## config.mk

```make
export PLATFORM = sky130hd
export DESIGN_NAME = vga_tile_scanout
export DESIGN_NICKNAME = d
export VERILOG_FILES = /design/src/rtl/vga_tile_scanout.sv
export SDC_FILE = /design/constraint.sdc
export NUM_CORES = 1
export LEC_CHECK = 0
export ABC_AREA = 1
export CAP_MARGIN = 0
export CORE_ASPECT_RATIO = 1.4
export CORE_MARGIN = 10
export CORE_UTILIZATION = 58
export DETAILED_ROUTE_END_ITERATION = 16
export PLACE_DENSITY = 0.93
export SYNTH_ARGS = -nofsm -noshare
export SYNTH_HDL_FRONTEND = slang
export SYNTH_SLANG_ARGS = --single-unit
```

## constraint.sdc

```tcl
create_clock -name clk -period 7.6 [get_ports clk]
set_input_delay 0.76 -clock clk [delete_from_list [all_inputs] [get_ports clk]]
set_output_delay 0.76 -clock clk [all_outputs]
set_load 0.01 [all_outputs]
```

## src/rtl/vga_tile_scanout.sv

```systemverilog
// vga_tile_scanout: 640x480@60 VGA scanout of a 20x15 byte tile buffer.
// Optional macro GRID_LINES_EN blanks the first row/column of every cell.
module vga_tile_scanout #(
  parameter int VIDEO_BASE = 212,
  parameter int COLS       = 20,
  parameter int ROWS       = 15,
  parameter int CELL_LOG2  = 5,
  parameter int H_ACTIVE   = 640,
  parameter int H_FP       = 16,
  parameter int H_SYNC     = 96,
  parameter int H_BP       = 48,
  parameter int V_ACTIVE   = 480,
  parameter int V_FP       = 10,
  parameter int V_SYNC     = 2,
  parameter int V_BP       = 33
) (
  input  logic       clk,
  input  logic       rst_n,
  output logic [8:0] vaddr,
  input  logic [7:0] vdata,
  output logic       vga_hsync,
  output logic       vga_vsync,
  output logic [1:0] vga_r,
  output logic [1:0] vga_g,
  output logic [1:0] vga_b,
  output logic       frame_tick
);

  localparam int H_TOTAL = H_ACTIVE + H_FP + H_SYNC + H_BP;
  localparam int V_TOTAL = V_ACTIVE + V_FP + V_SYNC + V_BP;

  localparam logic [9:0] H_LAST = 10'(H_TOTAL - 1);
  localparam logic [9:0] V_LAST = 10'(V_TOTAL - 1);
  localparam logic [9:0] H_ACT  = 10'(H_ACTIVE);
  localparam logic [9:0] V_ACT  = 10'(V_ACTIVE);
  localparam logic [9:0] HS_LO  = 10'(H_ACTIVE + H_FP);
  localparam logic [9:0] HS_HI  = 10'(H_ACTIVE + H_FP + H_SYNC - 1);
  localparam logic [9:0] VS_LO  = 10'(V_ACTIVE + V_FP);
  localparam logic [9:0] VS_HI  = 10'(V_ACTIVE + V_FP + V_SYNC - 1);

  localparam logic [8:0] BASE   = 9'(VIDEO_BASE);
  localparam logic [8:0] N_COLS = 9'(COLS);
  localparam logic [8:0] N_ROWS = 9'(ROWS);

  typedef struct packed {
    logic       hs;
    logic       vs;
    logic [1:0] r;
    logic [1:0] g;
    logic [1:0] b;
    logic       tick;
  } px_t;

  localparam px_t PX_RST = '{hs: 1'b1, vs: 1'b1, default: '0};

  logic [9:0] h_cnt;
  logic [9:0] v_cnt;
  logic       h_wrap;
  logic       v_wrap;

  assign h_wrap = (h_cnt == H_LAST);
  assign v_wrap = (v_cnt == V_LAST);

  always_ff @(posedge clk or negedge rst_n) begin
    if (!rst_n) begin
      h_cnt <= '0;
      v_cnt <= '0;
    end else begin
      h_cnt <= h_wrap ? '0 : h_cnt + 10'd1;
      if (h_wrap) begin
        v_cnt <= v_wrap ? '0 : v_cnt + 10'd1;
      end
    end
  end

  logic [8:0] col;
  logic [8:0] row;
  logic [8:0] row_off;
  logic       active;
  logic       grid;
  logic       lit;

  assign col = 9'(h_cnt >> CELL_LOG2);
  assign row = 9'(v_cnt >> CELL_LOG2);

  // Stock 20-column layout uses shift-add; other widths multiply.
  generate
    if (COLS == 20) begin : g_x20
      assign row_off = (row << 4) + (row << 2);
    end else begin : g_xn
      assign row_off = row * N_COLS;
    end
  endgenerate

  assign active = (h_cnt < H_ACT) && (v_cnt < V_ACT)
               && (col < N_COLS) && (row < N_ROWS);

  assign vaddr = active ? BASE + row_off + col : BASE;

`ifdef GRID_LINES_EN
  localparam logic [9:0] CELL_MASK = 10'((1 << CELL_LOG2) - 1);
  assign grid = ((h_cnt & CELL_MASK) == '0)
             || ((v_cnt & CELL_MASK) == '0);
`else
  assign grid = 1'b0;
`endif

  assign lit = active && !grid;

  px_t px_d;
  px_t px_q;

  always_comb begin
    px_d      = PX_RST;
    px_d.hs   = !((h_cnt >= HS_LO) && (h_cnt <= HS_HI));
    px_d.vs   = !((v_cnt >= VS_LO) && (v_cnt <= VS_HI));
    px_d.tick = (h_cnt == '0) && (v_cnt == V_ACT);
    if (lit) begin
      px_d.r = vdata[5:4];
      px_d.g = vdata[3:2];
      px_d.b = vdata[1:0];
    end
  end

  // Sync and colour share one register so they stay pixel-aligned.
  always_ff @(posedge clk or negedge rst_n) begin
    if (!rst_n) begin
      px_q <= PX_RST;
    end else begin
      px_q <= px_d;
    end
  end

  assign vga_hsync  = px_q.hs;
  assign vga_vsync  = px_q.vs;
  assign vga_r      = px_q.r;
  assign vga_g      = px_q.g;
  assign vga_b      = px_q.b;
  assign frame_tick = px_q.tick;

  logic unused_vdata;
  assign unused_vdata = ^vdata[7:6];

endmodule
```

* Yosys cells after proc, flatten, opt, wreduce, memory -nomap -nowiden *
Index checks and enable logic that the tools add are counted.

word-level totals
  word-level logic and storage cells = 37
  register bits = 29
  input port bits = 10

operators by class
  eq/ne operators = 3
  muxes and demuxes = 4
  reduce and logical (&&, ||, !) cells = 9
  add/sub/neg operators = 5
  $lt $le $gt $ge = 8

operator list
  cell                                                                 number
  adder 10 x 1 -> 10 bit (second input constant)                       2
  equality test 10 bit (second input constant)                         2
  two-way mux 10 bit                                                   2
  equality test 10 x 9 -> 1 bit (second input constant)                1
  greater-or-equal comparator 10 bit (second input constant)           1
  greater-or-equal comparator 10 x 9 -> 1 bit (second input constant)  1
  less-or-equal comparator 10 bit (second input constant)              1
  less-or-equal comparator 10 x 9 -> 1 bit (second input constant)     1
  zero test 10 bit                                                     1
  less-than comparator 10 bit (second input constant)                  1
  less-than comparator 10 x 9 -> 1 bit (second input constant)         1
  adder 8 x 9 -> 9 bit (first input constant)                          1
  adder 9 x 5 -> 9 bit                                                 1
  adder 9 x 7 -> 9 bit                                                 1
  two-way mux 9 bit                                                    1
  logical AND 1 bit                                                    6
  two-way mux 6 bit                                                    1
  less-than comparator 5 x 4 -> 1 bit (second input constant)          1
  less-than comparator 5 bit (second input constant)                   1
  zero test 1 bit                                                      2

* Logic depth before layout (Yosys ltp) *
  depth after elaboration = 5
  mapped depth = 13

* Worst setup path after synthesis *
No wires, ideal clock.

  path kind = register to output
  start point = reg v_cnt[5]
  end point = out vaddr[8]
  stages on the path, launching flop included = 14
  path buffers = 0
  path slack = 4.350 ns
  arrival = 2.490 ns
  cell sequence = dfrtp_1 inv_1 ha_1 fa_1 inv_1 ha_1 fa_1 nand2_1 inv_1 o21ai_0 nand2_1 nand2_1 nand2_1 nor2_1

between the ends
  cells in the longest elaborated chain, start to end = 5
  elaborated cells between the ends (all ways) = 9
  those cells by class = add/sub: 3; order compare: 2; mux: 1; reduce/logical: 3

ends and longest elaborated chain
  what                                                          line  text
  from (decl)                                                   57    logic [9:0] v_cnt;
  from (signal assigned)                                        71    v_cnt <= v_wrap ? '0 : v_cnt + 10'd1;
  branches (longest 4 deep; another with adder 9 x 7 -> 9 bit)  --
  two-way mux 9 bit *                                           98    assign vaddr = active ? BASE + row_off + col : BASE;
  to (decl)                                                     19    output logic [8:0] vaddr,

Every way passes the cells marked *.

* Worst setup path in the final report *
Same ends and word-level chain as after synthesis.

==> summary.txt <==
Outcome
  • Status: completed

Synth
  • Warnings from Yosys: 0
  • Syn_nets: between 200 and 300
  • Netlist cell types: 28
  • Yosys reg bits: 29
  • Synth top area cells: dfrtp_1, ha_1, inv_1, nand2_1, nor2_1
  • Post-Synthesis Cell Area: 1900 µm²
  • Synth Area in XOR/XNOR: 0.0323
  • Mapped Cells: between 200 and 250
  • Post-Synth Simple-Gate Area: 0.276
  • Compound-Gate Fraction of Synth Area: 0.0606
  • Mux contribution to synthesized area: 0
  • Top-area cell type share of the netlist area: 0.356
  • Synth Area in Adders: 0.146
  • Sequential share of the synthesized area: 0.383
  • Area leader, netlist: dfrtp_1
  • Combinational family with the most area after synthesis: simple AND/OR/NAND/NOR gates
  • Synth Area per Inst: between 7 and 8 µm²

Floorplanning
  • Die Y: 87.7 µm
  • Num rows: 24
  • Die ar.: about 6000 µm²
  • Die Span X: 68.4 µm
  • Starting density of the core: 0.608
  • I/O Pins: 28
  • Core area: approximately 3100 µm²

STA
  • Max Clock Skew: 0.00139 ns
  • Post-route setup TNS: 0 ns
  • Fin. max-slew vios: 0
  • Hold slack: roughly 0.57 ns
  • Fin. Hold Viols: 0
  • Tmin final: approximately 4.2 ns
  • Worst Tran Pin Value: between 0.3 and 0.4 ns
  • Max_slew headroom: 0.758
  • Final period util: 0.550
  • RSZ-0062 raised after global routing: no
  • Endpoints failing setup: 0
  • Fmax achieved: 239 MHz

Clock network
  • Post_cts resized: 0
  • H-tree Lvls: 2
  • Clock sinks: 29
  • CTS clock-pin slew for the worst setup and hold paths: ~0.06 ns
  • Clk_lat worst skew: 0.28 ns
  • CTS Hold Buffers Added: 0
  • Num CTS Buffers: 5
  • CTS tree: yes
  • Clock root cell: clkbuf_8
  • Worst-case clock buffer depth: 2
  • Setup Fix Bufs, Post-CTS: 0

Drt
  • Vias: between 1500 and 2000
  • WL/cell: 13.9 µm
  • Met3 WL: ~340 µm
  • Met2 routed WL: approximately 2200 µm
  • Wire length on met1: 1690 µm
  • Top Layer Used: met4
  • Post-route ant nets: 0
  • WL final: 4380 µm
  • Avg Vias per Cell: between 5 and 6
  • DR DRC count: 0
  • 1st-iter DRT viols: 92
  • First drt pass iteration count: 4

Placement
  • IO buf count: 25
  • Placed Cells: slightly above 300
  • Dpl cell area: approximately 2200 µm²
  • GP Congestion: approximately 0.94
  • Hpwl dp: roughly 3200 µm

Setup path
  • FF-to-FF path depth: 8
  • Crit Path Class: reg2out
  • Worst r2r src: h_cnt[0]$_DFF_PN0_
  • CP max FO: 7
  • Crit. End Element: primary output
  • Crit path to: vaddr[8]
  • Worst EP arrival: about 3.4 ns
  • Worst Setup SP: v_cnt[5]$_DFFE_PN0N_
  • Req. time, crit path: roughly 7 ns
  • R2R setup slack: slightly below 6 ns
  • Critical path launch point type: flop
  • R2R Path End: v_cnt[5]$_DFFE_PN0N_

Layout
  • Area Overhead vs Synth: 20.6%
  • Layout cells sized above 1: 0.0727
  • # fillers: 249
  • Number of cells in the finished layout apart from fillers: about 310
  • Fin nets: roughly 300
  • Fin area: between 2000 and 2500 µm²
  • Number of diodes: 0

GRT
  • First-pass GRT wire length: 7380 µm
  • GR Overflow Total: 0
  • Largest net degree at the start of global routing: 30
  • Vias in the first global route: 1708
  • All-Layer GR Usage: 0.158
  • Initial antenna violation count: 0

Power
  • Pleak: 1.17 nW
  • Total power: ~0.00031 W
  • Power per cell area: between 100 and 150 nW/µm²
  • Worst vdd ir: 0.125 mV

Min path
  • Min-delay worst type: reg2reg

Flow run
  • Max Cap Viol: 0
[metrics by stage]
step	utilization	worst slack, ns
CTS	0.734	3.38
floorplan	-	4.35
global route	0.734	3.17
global placement	0.701	3.75
finish	0.734	3.42
detailed placement	0.701	3.72
[final cells by class]
class | instances | area [µm²] | area share
Clock inverter | 1 | 5.00 | 0.00218
Multi-Input combinational cell | 165 | 978 | 0.427
Sequential cell | 29 | 728 | 0.318
Timing Repair Buffer | 26 | 258 | 0.113
Tap cell | 39 | 48.8 | 0.0213
Clock buffer | 7 | 96.3 | 0.0421
Inverter | 47 | 176 | 0.0770
[Yosys cell counts]
library cell  instances
dfstp_2               2
o21ai_0              11
inv_2                 1
nand3_2               1
dfrtp_1              27
nand3_1              16
fa_1                  2
a21o_1                1
nand3b_1              1
xor2_1                6
nand4_1               7
a21oi_2               1
or2_1                 1
buf_2                 1
a21oi_1               6
nor4_1                2
buf_6                 1
nor2_2                2
xnor2_1               1
inv_1                46
nand2_2               2
o21ai_1               1
nor2_4                2
nor3_1                7
ha_1                 19
o221ai_1              1
nand2_1              44
nor2_1               31
[power breakdown]
group	switching, W	internal, W	total (W)
Sequential	0.000000414	0.000156	0.000156
Combinational	0.00000565	0.00000678	0.0000124
Clock	0.0000590	0.0000817	0.000141
Total	0.0000650	0.000245	0.000310
[layer usage]
metal,up-vias,GRT usage
li1,826,-
met1,782,0.165
met2,56,0.267
met3,15,0.0486
met4,0,0.0917
met5,-,0
[critical path, stage by stage, from the launching register on]
cell and delay [ns]:
dfrtp_1 0.46, inv_1 0.13, ha_1 0.31, fa_1 0.52, inv_1 0.05, ha_1 0.22, fa_1 0.39, nand2_1 0.08
inv_1 0.04, o21ai_0 0.13, nand2_1 0.08, nand2_1 0.06, nand2_1 0.04, nor2_1 0.08, clkdlybuf4s50_1 0.54
[state kept, by name, indices dropped and copies added (netlist names)]
name	count
h_cnt	10
v_cnt	10
vga_b	2
vga_g	2
vga_r	2
frame_tick	1
vga_hsync	1
vga_vsync	1
[cell usage in the layout, fill, tap and decap left out]
| cell type | instances |
|---|---|
| inv_2 | 1 |
| buf_4 | 1 |
| nand3_2 | 1 |
| o21ai_1 | 1 |
| a21oi_2 | 1 |
| o21ai_0 | 11 |
| ha_1 | 19 |
| nand3b_1 | 1 |
| dfstp_2 | 2 |
| clkinv_2 | 1 |
| xnor2_1 | 1 |
| nand3_1 | 16 |
| nand2_1 | 44 |
| nor2_4 | 2 |
| fa_1 | 2 |
| or2_1 | 1 |
| nor3_1 | 7 |
| a21o_1 | 1 |
| xor2_1 | 6 |
| nand4_1 | 7 |
| nor2_2 | 2 |
| nand2_2 | 2 |
| clkbuf_8 | 7 |
| inv_1 | 46 |
| nor2_1 | 31 |
| clkdlybuf4s50_1 | 25 |
| nor4_1 | 2 |
| a21oi_1 | 6 |
| dfrtp_1 | 27 |
| o221ai_1 | 1 |
[worst min-delay path by stage]
| stage | start | to | slack (ns) | cells past startpoint |
|---|---|---|---|---|
| CTS | h_cnt[6]$_DFF_PN0_ | h_cnt[6]$_DFF_PN0_ | 0.56 | 1 |
| detailed placement | h_cnt[6]$_DFF_PN0_ | h_cnt[6]$_DFF_PN0_ | 0.55 | 1 |
| global placement | h_cnt[6]$_DFF_PN0_ | h_cnt[6]$_DFF_PN0_ | 0.54 | 1 |
| floorplan | rst_n | frame_tick$_DFF_PN0_ | 0.46 | 0 |
| global route | h_cnt[6]$_DFF_PN0_ | h_cnt[6]$_DFF_PN0_ | 0.59 | 1 |
| finish | h_cnt[2]$_DFF_PN0_ | h_cnt[2]$_DFF_PN0_ | 0.57 | 1 |
[cell families (layout without fill, tap and decap cells)]
| logic type | count (synthesis) | count (layout) |
|---|---|---|
| buffers and inverters | 49 | 81 |
| AO/OA/AOI/OAI | 21 | 21 |
| XOR/XNOR | 7 | 7 |
| adder cells (fa/ha/maj) | 21 | 21 |
| flip-flops | 29 | 29 |
| AND/OR/NAND/NOR | 116 | 116 |
Power figures use the tool's default switching activity.
